[src/rtl/meter_pkg.sv]
// Shared types, default parameters and a width helper for the signal meter.
package meter_pkg;

    typedef logic [31:0] u32;

    localparam int W_DEF    = 32;
    localparam u32 GATE_DEF = 32'd31_250_000;

    // Counter width for values 0..v-1, never narrower than one bit.
    function automatic int clog2_min1(input u32 v);
        if (v > 32'd1) begin
            return $clog2(v);
        end else begin
            return 1;
        end
    endfunction

endpackage

[src/rtl/word_stats.sv]
// Combinational per-word statistics for one W-sample word plus the preceding sample.
// SIG_METER_MINMAX_EN adds min/max of interior high runs.
import meter_pkg::*;

module word_stats #(
    parameter int W     = W_DEF,
    parameter int CNT_W = $clog2(W + 1)
) (
    input  logic             prev,
    input  logic [W-1:0]     smp,
    output logic [CNT_W-1:0] rise_cnt,
    output logic [CNT_W-1:0] ones_cnt,
    output logic             trans,
    output logic [CNT_W-1:0] lead_len,
    output logic [CNT_W-1:0] trail_len,
    output logic [CNT_W-1:0] int_hi,
    output logic [CNT_W-1:0] int_lo
`ifdef SIG_METER_MINMAX_EN
    ,
    output logic [CNT_W-1:0] int_hi_min,
    output logic [CNT_W-1:0] int_hi_max
`endif
);

    localparam logic [CNT_W-1:0] ONE  = CNT_W'(1);
    localparam logic [CNT_W-1:0] ZERO = CNT_W'(0);

    // Scan oldest to newest; interior runs lie between two transitions inside this word.
    always_comb begin : p_scan
        logic pb;
        logic seen;
        int   first_k;
        int   last_k;
        rise_cnt = ZERO;
        ones_cnt = ZERO;
        int_hi   = ZERO;
        int_lo   = ZERO;
`ifdef SIG_METER_MINMAX_EN
        int_hi_min = {CNT_W{1'b1}};
        int_hi_max = ZERO;
`endif
        pb      = prev;
        seen    = 1'b0;
        first_k = W;
        last_k  = 0;
        for (int i = 0; i < W; i++) begin
            ones_cnt = ones_cnt + (smp[i] ? ONE : ZERO);
            if (smp[i] != pb) begin
                rise_cnt = rise_cnt + (smp[i] ? ONE : ZERO);
                if (seen) begin
                    if (pb) begin
                        int_hi = CNT_W'(i - last_k);
`ifdef SIG_METER_MINMAX_EN
                        if (CNT_W'(i - last_k) < int_hi_min) begin
                            int_hi_min = CNT_W'(i - last_k);
                        end else begin
                            int_hi_min = int_hi_min;
                        end
                        if (CNT_W'(i - last_k) > int_hi_max) begin
                            int_hi_max = CNT_W'(i - last_k);
                        end else begin
                            int_hi_max = int_hi_max;
                        end
`endif
                    end else begin
                        int_lo = CNT_W'(i - last_k);
                    end
                end else begin
                    first_k = i;
                end
                seen   = 1'b1;
                last_k = i;
            end else begin
                seen = seen;
            end
            pb = smp[i];
        end
        trans     = seen;
        lead_len  = CNT_W'(first_k);
        trail_len = CNT_W'(W - last_k);
    end

endmodule

[src/rtl/sig_meter.sv]
// Windowed frequency / duty / pulse-width meter over a stream of W-sample words.
// SIG_METER_MINMAX_EN enables hi_min/hi_max tracking of completed high runs.
import meter_pkg::*;

module sig_meter #(
    parameter int W    = W_DEF,
    parameter u32 GATE = GATE_DEF,
    parameter int CW   = 32
) (
    input  logic          clk,
    input  logic          rst,
    input  logic          smp_vld,
    input  logic [W-1:0]  smp,
    input  logic          clr,
    output logic [CW-1:0] freq,
    output logic [CW-1:0] duty,
    output logic [CW-1:0] t_hi,
    output logic [CW-1:0] t_lo,
    output logic [CW-1:0] hi_min,
    output logic [CW-1:0] hi_max,
    output logic          res_vld
);

    localparam int CNT_W = $clog2(W + 1);
    localparam int WC_W  = clog2_min1(GATE);
    localparam int CW1   = CW + 1;
    localparam logic [WC_W-1:0] WC_LAST = WC_W'(GATE - 32'd1);
    localparam logic [CW-1:0]   SAT     = {CW{1'b1}};

    logic [CNT_W-1:0] rise_cnt_s, ones_cnt_s, lead_len_s, trail_len_s, int_hi_s, int_lo_s;
    logic             trans_s;
`ifdef SIG_METER_MINMAX_EN
    logic [CNT_W-1:0] int_hi_min_s, int_hi_max_s;
`endif

    logic            prev_q, prev_d;
    logic            first_q, first_d;
    logic [CW-1:0]   run_q, run_d;
    logic [CW-1:0]   acc_r_q, acc_r_d, acc_1_q, acc_1_d;
    logic [WC_W-1:0] wcnt_q, wcnt_d;
    logic [CW-1:0]   freq_q, freq_d, duty_q, duty_d;
    logic [CW-1:0]   t_hi_q, t_hi_d, t_lo_q, t_lo_d;
    logic            res_vld_q, res_vld_d;

    logic [CW1-1:0]  lead_sum_s, word_sum_s;
    logic [CW-1:0]   lead_run_s, run_word_s;
    logic            accept_s, win_end_s, lead_hi_done_s;

    word_stats #(.W(W), .CNT_W(CNT_W)) u_stats (
        .prev      (prev_q),
        .smp       (smp),
        .rise_cnt  (rise_cnt_s),
        .ones_cnt  (ones_cnt_s),
        .trans     (trans_s),
        .lead_len  (lead_len_s),
        .trail_len (trail_len_s),
        .int_hi    (int_hi_s),
        .int_lo    (int_lo_s)
`ifdef SIG_METER_MINMAX_EN
        ,
        .int_hi_min(int_hi_min_s),
        .int_hi_max(int_hi_max_s)
`endif
    );

    // Saturating extensions of the carried run: up to the first transition, or the whole word.
    always_comb begin
        lead_sum_s     = {1'b0, run_q} + CW1'(lead_len_s);
        word_sum_s     = {1'b0, run_q} + CW1'(W);
        lead_run_s     = lead_sum_s[CW] ? SAT : lead_sum_s[CW-1:0];
        run_word_s     = word_sum_s[CW] ? SAT : word_sum_s[CW-1:0];
        accept_s       = smp_vld & ~clr;
        win_end_s      = (wcnt_q == WC_LAST);
        lead_hi_done_s = trans_s & prev_q & ~first_q;
    end

    // Next-state for window accumulators, run tracking and result registers.
    always_comb begin
        prev_d    = prev_q;
        first_d   = first_q;
        run_d     = run_q;
        acc_r_d   = acc_r_q;
        acc_1_d   = acc_1_q;
        wcnt_d    = wcnt_q;
        freq_d    = freq_q;
        duty_d    = duty_q;
        t_hi_d    = t_hi_q;
        t_lo_d    = t_lo_q;
        res_vld_d = 1'b0;
        if (clr) begin
            acc_r_d = {CW{1'b0}};
            acc_1_d = {CW{1'b0}};
            wcnt_d  = {WC_W{1'b0}};
            run_d   = {CW{1'b0}};
            first_d = 1'b1;
        end else if (smp_vld) begin
            prev_d = smp[W-1];
            if (trans_s) begin
                run_d   = CW'(trail_len_s);
                first_d = 1'b0;
                // An interior run always ends later in the word than the leading run.
                if (int_hi_s != {CNT_W{1'b0}}) begin
                    t_hi_d = CW'(int_hi_s);
                end else if (prev_q && !first_q) begin
                    t_hi_d = lead_run_s;
                end else begin
                    t_hi_d = t_hi_q;
                end
                if (int_lo_s != {CNT_W{1'b0}}) begin
                    t_lo_d = CW'(int_lo_s);
                end else if (!prev_q && !first_q) begin
                    t_lo_d = lead_run_s;
                end else begin
                    t_lo_d = t_lo_q;
                end
            end else begin
                run_d = run_word_s;
            end
            if (win_end_s) begin
                freq_d    = acc_r_q + CW'(rise_cnt_s);
                duty_d    = acc_1_q + CW'(ones_cnt_s);
                acc_r_d   = {CW{1'b0}};
                acc_1_d   = {CW{1'b0}};
                wcnt_d    = {WC_W{1'b0}};
                res_vld_d = 1'b1;
            end else begin
                acc_r_d = acc_r_q + CW'(rise_cnt_s);
                acc_1_d = acc_1_q + CW'(ones_cnt_s);
                wcnt_d  = wcnt_q + WC_W'(1);
            end
        end else begin
            res_vld_d = 1'b0;
        end
    end

    // State and result registers.
    always_ff @(posedge clk or posedge rst) begin
        if (rst) begin
            prev_q    <= 1'b0;
            first_q   <= 1'b1;
            run_q     <= {CW{1'b0}};
            acc_r_q   <= {CW{1'b0}};
            acc_1_q   <= {CW{1'b0}};
            wcnt_q    <= {WC_W{1'b0}};
            freq_q    <= {CW{1'b0}};
            duty_q    <= {CW{1'b0}};
            t_hi_q    <= {CW{1'b0}};
            t_lo_q    <= {CW{1'b0}};
            res_vld_q <= 1'b0;
        end else begin
            prev_q    <= prev_d;
            first_q   <= first_d;
            run_q     <= run_d;
            acc_r_q   <= acc_r_d;
            acc_1_q   <= acc_1_d;
            wcnt_q    <= wcnt_d;
            freq_q    <= freq_d;
            duty_q    <= duty_d;
            t_hi_q    <= t_hi_d;
            t_lo_q    <= t_lo_d;
            res_vld_q <= res_vld_d;
        end
    end

    assign freq    = freq_q;
    assign duty    = duty_q;
    assign t_hi    = t_hi_q;
    assign t_lo    = t_lo_q;
    assign res_vld = res_vld_q;

`ifdef SIG_METER_MINMAX_EN
    logic [CW-1:0] min_trk_q, min_trk_d, max_trk_q, max_trk_d;
    logic [CW-1:0] hi_min_q, hi_min_d, hi_max_q, hi_max_d;
    logic [CW-1:0] wmin_s, wmax_s;

    // Fold this word's completed high runs into the window extremes.
    always_comb begin
        wmin_s = min_trk_q;
        wmax_s = max_trk_q;
        if (accept_s && lead_hi_done_s) begin
            wmin_s = (lead_run_s < wmin_s) ? lead_run_s : wmin_s;
            wmax_s = (lead_run_s > wmax_s) ? lead_run_s : wmax_s;
        end else begin
            wmin_s = wmin_s;
        end
        if (accept_s && (int_hi_max_s != {CNT_W{1'b0}})) begin
            wmin_s = (CW'(int_hi_min_s) < wmin_s) ? CW'(int_hi_min_s) : wmin_s;
            wmax_s = (CW'(int_hi_max_s) > wmax_s) ? CW'(int_hi_max_s) : wmax_s;
        end else begin
            wmax_s = wmax_s;
        end
    end

    // Latch extremes at window end; an empty window reports zero for both.
    always_comb begin
        min_trk_d = min_trk_q;
        max_trk_d = max_trk_q;
        hi_min_d  = hi_min_q;
        hi_max_d  = hi_max_q;
        if (clr) begin
            min_trk_d = SAT;
            max_trk_d = {CW{1'b0}};
        end else if (smp_vld && win_end_s) begin
            hi_min_d  = (wmax_s == {CW{1'b0}}) ? {CW{1'b0}} : wmin_s;
            hi_max_d  = wmax_s;
            min_trk_d = SAT;
            max_trk_d = {CW{1'b0}};
        end else if (smp_vld) begin
            min_trk_d = wmin_s;
            max_trk_d = wmax_s;
        end else begin
            min_trk_d = min_trk_q;
        end
    end

    // Min/max tracking registers.
    always_ff @(posedge clk or posedge rst) begin
        if (rst) begin
            min_trk_q <= SAT;
            max_trk_q <= {CW{1'b0}};
            hi_min_q  <= {CW{1'b0}};
            hi_max_q  <= {CW{1'b0}};
        end else begin
            min_trk_q <= min_trk_d;
            max_trk_q <= max_trk_d;
            hi_min_q  <= hi_min_d;
            hi_max_q  <= hi_max_d;
        end
    end

    assign hi_min = hi_min_q;
    assign hi_max = hi_max_q;
`else
    assign hi_min = {CW{1'b0}};
    assign hi_max = {CW{1'b0}};
`endif

endmodule

[config.mk]
export PLATFORM = sky130hd
export DESIGN_NAME = sig_meter
export DESIGN_NICKNAME = d
export VERILOG_FILES = /design/src/rtl/meter_pkg.sv /design/src/rtl/word_stats.sv /design/src/rtl/sig_meter.sv
export SDC_FILE = /design/constraint.sdc
export NUM_CORES = 1
export LEC_CHECK = 0
export BUFFER_PORTS_ARGS = -buffer_cell sky130_fd_sc_hd__buf_2
export CORE_MARGIN = 2
export CORE_UTILIZATION = 45
export CTS_CLUSTER_SIZE = 24
export DETAILED_ROUTE_END_ITERATION = 10
export GPL_TIMING_DRIVEN = 0
export HOLD_SLACK_MARGIN = 0.05
export PLACE_DENSITY = 0.66
export SETUP_SLACK_MARGIN = 0.3
export SKIP_LAST_GASP = 1
export SYNTH_ARGS = -nofsm -noshare
export SYNTH_HDL_FRONTEND = slang
export SYNTH_SLANG_ARGS = --single-unit
[constraint.sdc]
create_clock -name clk -period 19.6 [get_ports clk]
set_input_delay 0.98 -clock clk [delete_from_list [all_inputs] [get_ports clk]]
set_output_delay 0.98 -clock clk [all_outputs]
set_load 0.05 [all_outputs]
Yosys cells after proc, flatten, opt, wreduce, memory -nomap -nowiden
Cells that the tools add are included.
Widths: inputs -> output; s select.
{ "word_totals": {"regBits": 252, "input_bits": 36, "out_inout_bits": 193, "word_cells": 557} }
{ "classes": {"add_sub_neg": 98, "n_eq_ne": 33, "n_mux": 399, "bitwise_logic": 1, "n_reduce_logical": 15} }
{ "op_table": {"columns": ["cell", "count"], "rows": [
  ["$mux 6", 279],
  ["$mux 32", 15],
  ["$add 6x6->6", 61],
  ["$sub 5x5->6 const A", 15],
  ["$mux 5", 16],
  ["$mux 25", 3],
  ["$mux 1", 72],
  ["$add 32x6->32", 2],
  ["$sub 4x4->5 const A", 7],
  ["$add 32x6->33", 1],
  ["$add 32x6->33 const B", 1],
  ["$mux 4", 8],
  ["$ne 1x1->1", 32],
  ["$add 25x1->25 const B", 1],
  ["$eq 25x25->1 const B", 1],
  ["$mux 3", 4],
  ["$reduce_bool 6->1", 2],
  ["$sub 3x3->4 const A", 3],
  ["$reduce_and 4->1", 2],
  ["$reduce_bool 2->1", 4],
  ["$add 6x1->6", 1],
  ["$sub 5x4->6 const A", 1],
  ["$sub 6x5->6 const A", 1],
  ["$sub 4x3->5 const A", 1],
  ["9 further kinds", 13]
]} }

Depth between registers and ports, before layout
Gate-level depths: netlist of the first run.
{ "depth": {"ltp_word": 97, "ltp_mapped": 124, "mapped_depth_nobuf": 121} }

By module
A second synthesis of the first run with hierarchy kept.
{ "hier_totals": {"hier_cells": 3424, "area_unflattened_um2": 26101.3} }
{ "by_module_without_submodules": {"columns": ["module", "n_inst", "cells_per_inst", "area_each_um2", "seq_area_each_um2"], "rows": [
  ["sig_meter", 1, 1562, 13910.8, 6307.3],
  ["word_stats", 1, 1862, 12190.4, 0.0]
]} }

Worst setup path after synthesis of the first run
No wires, ideal clock.
{ "synth_path": {"path_type": "input to register", "start": "in smp[1]", "end": "reg acc_r_q[30]", "setup_time_ns": 0.128, "t_arrival_ns": 22.539, "required_time_ns": 19.472, "slack_ns": -3.067, "stages": 123, "n_path_buf": 2, "cell_sequence": "clkbuf_1 -> inv_1 -> ha_1 -> nand3_1 -> inv_1 -> ha_1 -> inv_1 -> o22a_1 -> inv_1 -> ha_1 -> a2bb2oi_1 -> nand2_1 -> ha_1 -> mux2_2 -> ha_1 -> a21oi_1 -> a32o_1 -> o211a_1 -> (+87 left out) -> inv_1 -> fa_1 -> nor2b_1 -> o21ai_0 -> a21oi_1 -> o21ai_0 -> nand2b_1 -> and3_1 -> nand3_1 -> nor3_1 -> and3_1 -> clkbuf_1 -> and3_1 -> and3_1 -> and3_1 -> o21ai_0 -> nand2_1 -> o21ai_0"} }
{ "synth_via": {"elab_chain_len": 67, "elab_cells_between_ends": 69, "classes_between": "add/sub (32); eq/ne (2); mux (35)"} }
{ "synth_rtl": {"columns": ["item", "line", "rtl"], "rows": [
  ["start, declared", "sig_meter.sv:13", "input logic [W-1:0] smp,"],
  ["$mux 1", "word_stats.sv:49", "rise_cnt = rise_cnt + (smp[i] ? ONE : ZERO);"],
  ["$add 6x6->6", "word_stats.sv:49", null],
  ["$mux 6", "word_stats.sv:48", "if (smp[i] != pb) begin"],
  ["$add 6x6->6", "word_stats.sv:49", null],
  ["$mux 6 (*)", "word_stats.sv:48", null],
  ["$add 6x6->6", "word_stats.sv:49", null],
  ["$mux 6 (*)", "word_stats.sv:48", null],
  ["$add 6x6->6", "word_stats.sv:49", null],
  ["(+51 left out)", null, null],
  ["$add 6x6->6", "word_stats.sv:49", null],
  ["$mux 6 (*)", "word_stats.sv:48", null],
  ["$add 6x6->6", "word_stats.sv:49", null],
  ["$mux 6 (*)", "word_stats.sv:48", null],
  ["$add 32x6->32 (*)", "sig_meter.sv:127", "acc_r_d = acc_r_q + CW'(rise_cnt_s);"],
  ["$mux 32 (*)", "sig_meter.sv:119", "if (win_end_s) begin"],
  ["$mux 32 (*)", "sig_meter.sv:96", "end else if (smp_vld) begin"],
  ["$mux 32 (*)", "sig_meter.sv:90", "if (clr) begin"],
  ["end signal, assigned", "sig_meter.sv:142", "acc_r_q <= {CW{1'b0}};"],
  ["end signal, assigned", "sig_meter.sv:154", "acc_r_q <= acc_r_d;"],
  ["end, declared", "sig_meter.sv:39", "logic [CW-1:0] acc_r_q, acc_r_d, acc_1_q, acc_1_d;"]
]} }
Mark *: on every way between the ends. The rest lies on a longest branch, timed or not. The select of a mux whose other input is x is not followed.
A chain may end at the register's enable or synchronous reset.

Worst setup path after layout of the first run
{ "layout_path": {"start": "in smp[1]", "end": "reg freq_q[31] (netlist: freq[31])"} }
{ "layout_via": {"elab_chain_len": 64, "elab_cells_between_ends": 66, "classes_between": "add/sub (32); eq/ne (2); mux (32)"} }
{ "layout_rtl": {"columns": ["item", "line", "rtl"], "rows": [
  ["$mux 1", "word_stats.sv:49", null],
  ["$add 6x6->6", "word_stats.sv:49", null],
  ["$mux 6", "word_stats.sv:48", null],
  ["$add 6x6->6", "word_stats.sv:49", null],
  ["$mux 6 (*)", "word_stats.sv:48", null],
  ["$add 6x6->6", "word_stats.sv:49", null],
  ["$mux 6 (*)", "word_stats.sv:48", null],
  ["$add 6x6->6", "word_stats.sv:49", null],
  ["(+48 left out)", null, null],
  ["$mux 6 (*)", "word_stats.sv:48", null],
  ["$add 6x6->6", "word_stats.sv:49", null],
  ["$mux 6 (*)", "word_stats.sv:48", null],
  ["$add 6x6->6", "word_stats.sv:49", null],
  ["$mux 6 (*)", "word_stats.sv:48", null],
  ["$add 6x6->6", "word_stats.sv:49", null],
  ["$mux 6 (*)", "word_stats.sv:48", null],
  ["$add 32x6->32 (*)", "sig_meter.sv:120", "freq_d = acc_r_q + CW'(rise_cnt_s);"],
  ["end signal, assigned", "sig_meter.sv:145", "freq_q <= {CW{1'b0}};"],
  ["end signal, assigned", "sig_meter.sv:157", "freq_q <= freq_d;"],
  ["end, declared", "sig_meter.sv:41", "logic [CW-1:0] freq_q, freq_d, duty_q, duty_d;"]
]} }
Mark *: on every way between the ends. The rest lies on a longest branch, timed or not.

==> results of run 1 <==
==> layer usage <==
metal | vias up | GRT usage [%] | routed length (um)
met1 | 12451 | 42.0 | 39200
li1 | 12604 | - | -
met4 | 0 | 8.36 | 2600
met3 | 179 | 3.50 | 5720
met2 | 990 | 44.9 | 37900
met5 | - | 0 | 0
==> cells in the final DEF, fill, tap and decap left out, drive strengths merged, types with 14 or more instances in the layout <==
cell / n
nand3: 99
xor2: 86
a211oi: 22
dfrtp: 251
nand4: 37
nor2: 272
nor4: 14
conb: 64
ha: 116
nand2: 516
a31oi: 45
nand2b: 29
inv: 110
o22ai: 28
o21ai: 398
o31ai: 41
nor2b: 44
nor3: 83
o21a: 20
clkbuf: 187
mux2i: 29
clkinv: 14
o2bb2ai: 23
o211ai: 22
o221ai: 20
xnor2: 144
or3: 21
and3: 73
a22oi: 16
a21oi: 171
or2: 24
a21o: 24
and2: 27
fa: 27
buf: 381
a22o: 56
==> timing repair <==
| action | CTS | global route |
|---|---|---|
| endpoints found under the setup margin | 62 | 62 |
| endpoints found under the hold margin | 0 | 0 |
| gates resized for setup | 122 | 109 |
| buffers inserted | 109 | 19 |
| hold buffers | 0 | 0 |
| pin swaps | 76 | 81 |
==> cell usage after synthesis, types with 8 or more instances <==
cell / n
nand2_1: 516
o21ai_0: 389
nor2_1: 272
dfrtp_1: 251
a21oi_1: 170
clkbuf_1: 159
xnor2_1: 138
ha_1: 116
inv_1: 111
nand3_1: 99
xor2_1: 82
nor3_1: 81
and3_1: 73
buf_4: 65
a22o_1: 56
a31oi_1: 45
nor2b_1: 44
o31ai_1: 41
nand4_1: 37
mux2i_1: 29
nand2b_1: 28
o22ai_1: 28
fa_1: 27
and2_1: 26
a21o_1: 24
or2_2: 24
o2bb2ai_1: 23
a211oi_1: 22
o211ai_1: 21
or3_1: 21
o21a_1: 20
o221ai_1: 20
buf_1: 17
a22oi_1: 16
nor4_1: 14
a221oi_1: 12
a211o_1: 11
a311oi_1: 11
mux2_2: 11
a2111oi_0: 9
nand3b_1: 9
nor3b_1: 9
o21ai_1: 9
a21boi_0: 8
==> flip-flops by register name, summed over array words and instances, names as in the netlist <==
name and cells:
acc_1_q 32, acc_r_q 32, duty 32, freq 32, run_q 32, t_hi 32, t_lo 32, wcnt_q 25
first_q 1, prev_q 1, res_vld 1
==> path summary, 6_finish.rpt <==
path | end | cells after the start
max | freq[31] | 131
min | freq[5] | 2
max reg2reg | freq[31] | 129
min reg2reg | duty[20] | 2
max in group asynchronous | duty[11] | 3
min in group clk | duty[20] | 2
==> cell families after synthesis <==
group / after synthesis / share of synthesized area, %
AND/OR/NAND/NOR: 1279 / 23.5
AO/OA/AOI/OAI: 1012 / 25.5
buffers and inverters: 358 / 6.34
flip-flops: 252 / 25.2
XOR/XNOR: 241 / 9.62
adder cells (fa/ha/maj): 149 / 8.19
multiplexers: 40 / 1.65
other: 1 / 0.0150
==> layout make-up <==
cell class,instances,area (um^2)
diodes,2,5.00
plain buffers,243,1240
clock buffers,32,692
clock inverters,10,76.3
fillers,5420,25000
inverters,115,463
multi-input cells,2785,18500
flip-flops and latches,252,6310
well taps,748,936
repair buffers,293,1940
==> worst max-delay path: cells and delay by family <==
| kind | cells | cell delay (ps) |
|---|---|---|
| adders and majority gates | 26 | 6980 |
| buffers and inverters | 43 | 4550 |
| and+or+nand+nor | 34 | 3550 |
| AOI/OAI and AO/OA | 19 | 2940 |
| muxes | 6 | 1530 |
| xor gates and xnor gates | 3 | 440 |
==> stage by stage <==
step | total power (W) | hold WS (ps) | setup TNS (ps) | instance area (um^2)
detailed placement | 0.00223 | 465 | -136060 | 27500
finish | 0.00300 | 465 | -25910 | 30100
floorplan | 0.00186 | 454 | -7740 | 25700
global route | 0.00320 | 503 | -63220 | 30100
CTS | 0.00288 | 479 | -14710 | 29600
global placement | 0.00221 | 462 | -132820 | 27500
==> where the power goes <==
| part | internal [W] | switching [W] | total, W |
|---|---|---|---|
| sequential | 0.000537 | 0.0000107 | 0.000548 |
| clock | 0.000251 | 0.000217 | 0.000468 |
| combinational | 0.000862 | 0.00112 | 0.00199 |
==> impl_metrics.toml, run 1 <==
[outcome]
outcome = "finished, violations left"
failed_checks = "negative setup slack"

[sta]
clock.fmax_ghz = 0.0486
final-setup-viol-count = 46
skew_ps = 26.4
finalMaxSlewViolations = 0
hold_violations = 0
setup_ws_ps = -990
tightest_slew_ps = 1300
fin_crit_ps = 20590
rsz0062_at_grt = "yes"
slew-limit-headroom_pct = 12.9
fin_crit_sh_pct = 105

[placement]
io_buffers = 163
post-place-ws_ps = -3160
globalplace.congestion = 0.985
placed_cells = 4308
hpwl_um = 64200

[synth]
synth-edff-count = 0
synthCells = 3332
ys_seq_area_share_pct = 25.2
synth_flop_cell = "dfrtp_1"
synth_top_area_share_pct = 25.1
ys_seq_elements = 252
yosys-top-cells-area = "dfrtp_1, o21ai_0, nand2_1"
syn_area_per_cell_um2 = 7.52
async_flop_share_pct = 100
yosys.area.top_type = "dfrtp_1"
syn_area_um2 = 25100
synth_cell_types = 95
yosys_warnings = 0

[floorplanning]
start_util_pct = 45.5
core_area_um2 = 55100
die_area_um2 = 57600
die_y_um = 240
io_pins = 229
die_x_um = 240
std_cell_rows = 86

[cts]
ctsRootBufferMaster = "clkbuf_16"
clockBufferDepth = 3
clock-sinks = 252
cts_tree = "done"
clock_latency_ps = 570
htreeDepth = 1
worst_setup_hold_path_clk_slew_ps = 70
numCtsBuffers = 25

[worst_setup_path]
crit_arrival_ps = 21020
slowest_stage = "a221o_1"
cp_slowest_stage_delay_ps = 360
cp-end-kind = "register"
cp_common_cell = "buf_4"
crit_type = "primary input to register"
timing.rr.start = "prev_q"
r2r_setup_slack_ps = -950
critPathRequiredTime_ps = 20030
cp_max_fo = 5
start_kind = "primary input"
startpoint = "smp[1]"

[drt]
wl_um = 85400
dr.pass1.iters = 8
routed-via-count = 26224
ant_nets = 0
drc = 0
wire_per_inst_um = 19.1
viasPerCell = 5.85
drt-initial-drc-count = 2575

[grt]
grt_usage_pct = 28.9
grt_max_degree = 103
grt_pass1_vias = 24310
overflow = 0
grt_pass1_wl_um = 135000
antenna_found_initial = 2

[power_and_ir_drop]
power_density_nw_per_um2 = 99.6
peakVddDrop_mv = 0.119
leakage_nw = 13.1

[run]
maxCapViolCount = 0

[layout]
area_delta_synth_final_pct = 20.2
instances_no_fill = 4480
utilization_pct = 54.7
fin_nets = 3894
drive_above_1_share_pct = 16.9

[hold_path]
worst_hold_path_type = "primary input to asynchronous set/reset pin"
(Power assumes the default switching activity.)
==> run 2: changes to the inputs <==
--- a/config.mk
+++ b/config.mk
@@ -12,9 +12,10 @@
 export DETAILED_ROUTE_END_ITERATION = 10
 export GPL_TIMING_DRIVEN = 0
 export HOLD_SLACK_MARGIN = 0.05
-export PLACE_DENSITY = 0.66
+export PLACE_DENSITY = 0.74
 export SETUP_SLACK_MARGIN = 0.3
 export SKIP_LAST_GASP = 1
 export SYNTH_ARGS = -nofsm -noshare
 export SYNTH_HDL_FRONTEND = slang
 export SYNTH_SLANG_ARGS = --single-unit
+export TNS_END_PERCENT = 20
==> impl_metrics.toml, run 2 (same netlist as run 1, synthesis figures left out) <==
[floorplanning]
die_y_um = 240
std_cell_rows = 86
start_util_pct = 45.5
die_x_um = 240
io_pins = 229
core_area_um2 = 55100
die_area_um2 = 57600

[grt]
grt_usage_pct = 29.3
grt_pass1_vias = 25222
overflow = 0
grt_pass1_wl_um = 137000
antenna_found_initial = 2
grt_max_degree = 105

[worst_setup_path]
critPathRequiredTime_ps = 20050
cp_slowest_stage_delay_ps = 340
cp-end-kind = "register"
cp_max_fo = 4
cp_common_cell = "ha_4"
reg2reg_to = "freq[23]"
crit_end = "freq[23]"
crit_arrival_ps = 20920
ff2ff_path_depth = 124
slowest_stage = "ha_4"
crit_type = "primary input to register"
timing.rr.start = "prev_q"
r2r_setup_slack_ps = -810
startpoint = "smp[1]"
start_kind = "primary input"

[sta]
skew_ps = 27.2
final-setup-viol-count = 45
slew-limit-headroom_pct = 20.0
clock.fmax_ghz = 0.0489
tightest_slew_ps = 1190
rsz0062_at_grt = "yes"
whs_ps = 467
finalMaxSlewViolations = 0
fin_crit_sh_pct = 104
setup_ws_ps = -869
fin_crit_ps = 20470
hold_violations = 0

[cts]
numCtsBuffers = 26
hold_buffers = 0
clock-sinks = 252
clock_latency_ps = 570
htreeDepth = 1
clockBufferDepth = 3
cts_tree = "done"
worst_setup_hold_path_clk_slew_ps = 60
ctsRootBufferMaster = "clkbuf_16"

[drt]
dr.pass1.iters = 7
drt-initial-drc-count = 2895
routed-via-count = 27091
ant_nets = 0
drc = 0
wire_per_inst_um = 19.4
wl_um = 88000
viasPerCell = 5.96

[power_and_ir_drop]
peakVddDrop_mv = 0.124
leakage_nw = 13.4
power_density_nw_per_um2 = 106

[layout]
drive_above_1_share_pct = 18.2
instances_no_fill = 4543
final.fill_count = 5146
layout_commonest_cell = "nand2_1"
final_cell_mix = "nand2_1, o21ai_0, nor2_1"
fin_nets = 3957
area_delta_synth_final_pct = 22.4

[placement]
hpwl_um = 63500
globalplace.congestion = 1.03
io_buffers = 163
placed_cells = 4308

[run]
maxCapViolCount = 0

[hold_path]
worst_hold_path_type = "primary input to asynchronous set/reset pin"

[outcome]
failed_checks = "negative setup slack"
outcome = "finished, violations left"
-- run 2: cell types whose count changed in the layout (fill, tap and decap cells not counted), sizes merged --
cell / change
clkinv: -5
inv: +1
diode: +1
clkbuf: +5
buf: +61
-- run 2: layer usage --
layer | routed length, um | vias up | track usage (%)
met5 | 0 | - | 0
met4 | 3360 | 0 | 9.81
met1 | 37300 | 12823 | 40.1
met3 | 7280 | 236 | 4.95
li1 | - | 12730 | -
met2 | 40000 | 1302 | 46.8
-- run 2: worst min path at each step --
stage                     from         end  slack, ps  cells past startpoint
finish                     rst    freq[29]        470                      2
global route          t_lo[24]    t_lo[24]        500                      1
CTS                   freq[18]    freq[18]        480                      2
detailed placement    freq[28]    freq[28]        470                      2
global placement       freq[4]     freq[4]        460                      2
floorplan           acc_r_q[5]  acc_r_q[5]        450                      2
-- run 2: final cells by class --
cell class              count  area [um^2]  share of cell area (%)
well taps                 748          936                    3.05
repair buffers            355         2400                    7.83
inverters                 115          460                    1.50
clock inverters             6         66.3                   0.216
plain buffers             243         1230                    4.01
multi-input cells        2785        18500                    60.4
diodes                      3         7.51                  0.0245
flip-flops and latches    252         6310                    20.6
clock buffers              36          738                    2.40
-- run 2: report_power, final --
group          switching (W)  internal, W
sequential         0.0000104     0.000537
clock               0.000217     0.000264
combinational        0.00122      0.00101
total                0.00145      0.00181
-- run 2: worst max-delay path, delay by kind of cell --
kind | cells | cell delay (ps)
simple gates | 38 | 3900
compound gates | 30 | 4300
fa+ha+maj | 32 | 8360
buf+inv | 18 | 1500
mux | 7 | 1670
xor+xnor | 1 | 160
-- run 2: stage by stage --
| stage | setup WS [ps] | area (um^2) | util [%] | setup TNS [ps] | power (W) |
|---|---|---|---|---|---|
| after floorplan | -639 | 25700 | - | -7820 | 0.00186 |
| final | -869 | 30700 | 55.7 | -21130 | 0.00325 |
| after CTS | -854 | 29900 | 54.2 | -18270 | 0.00293 |
| after global placement | -3090 | 27500 | 49.9 | -131020 | 0.00220 |
| after global routing | -1520 | 30700 | 55.7 | -53270 | 0.00346 |
| after detailed placement | -3220 | 27500 | 50.0 | -139570 | 0.00222 |
-- run 2: repair_timing --
item,in CTS,in global routing
setup buffers,157,33
endpoints found under the setup margin,62,62
pin swaps,63,80
gates resized for setup,86,113
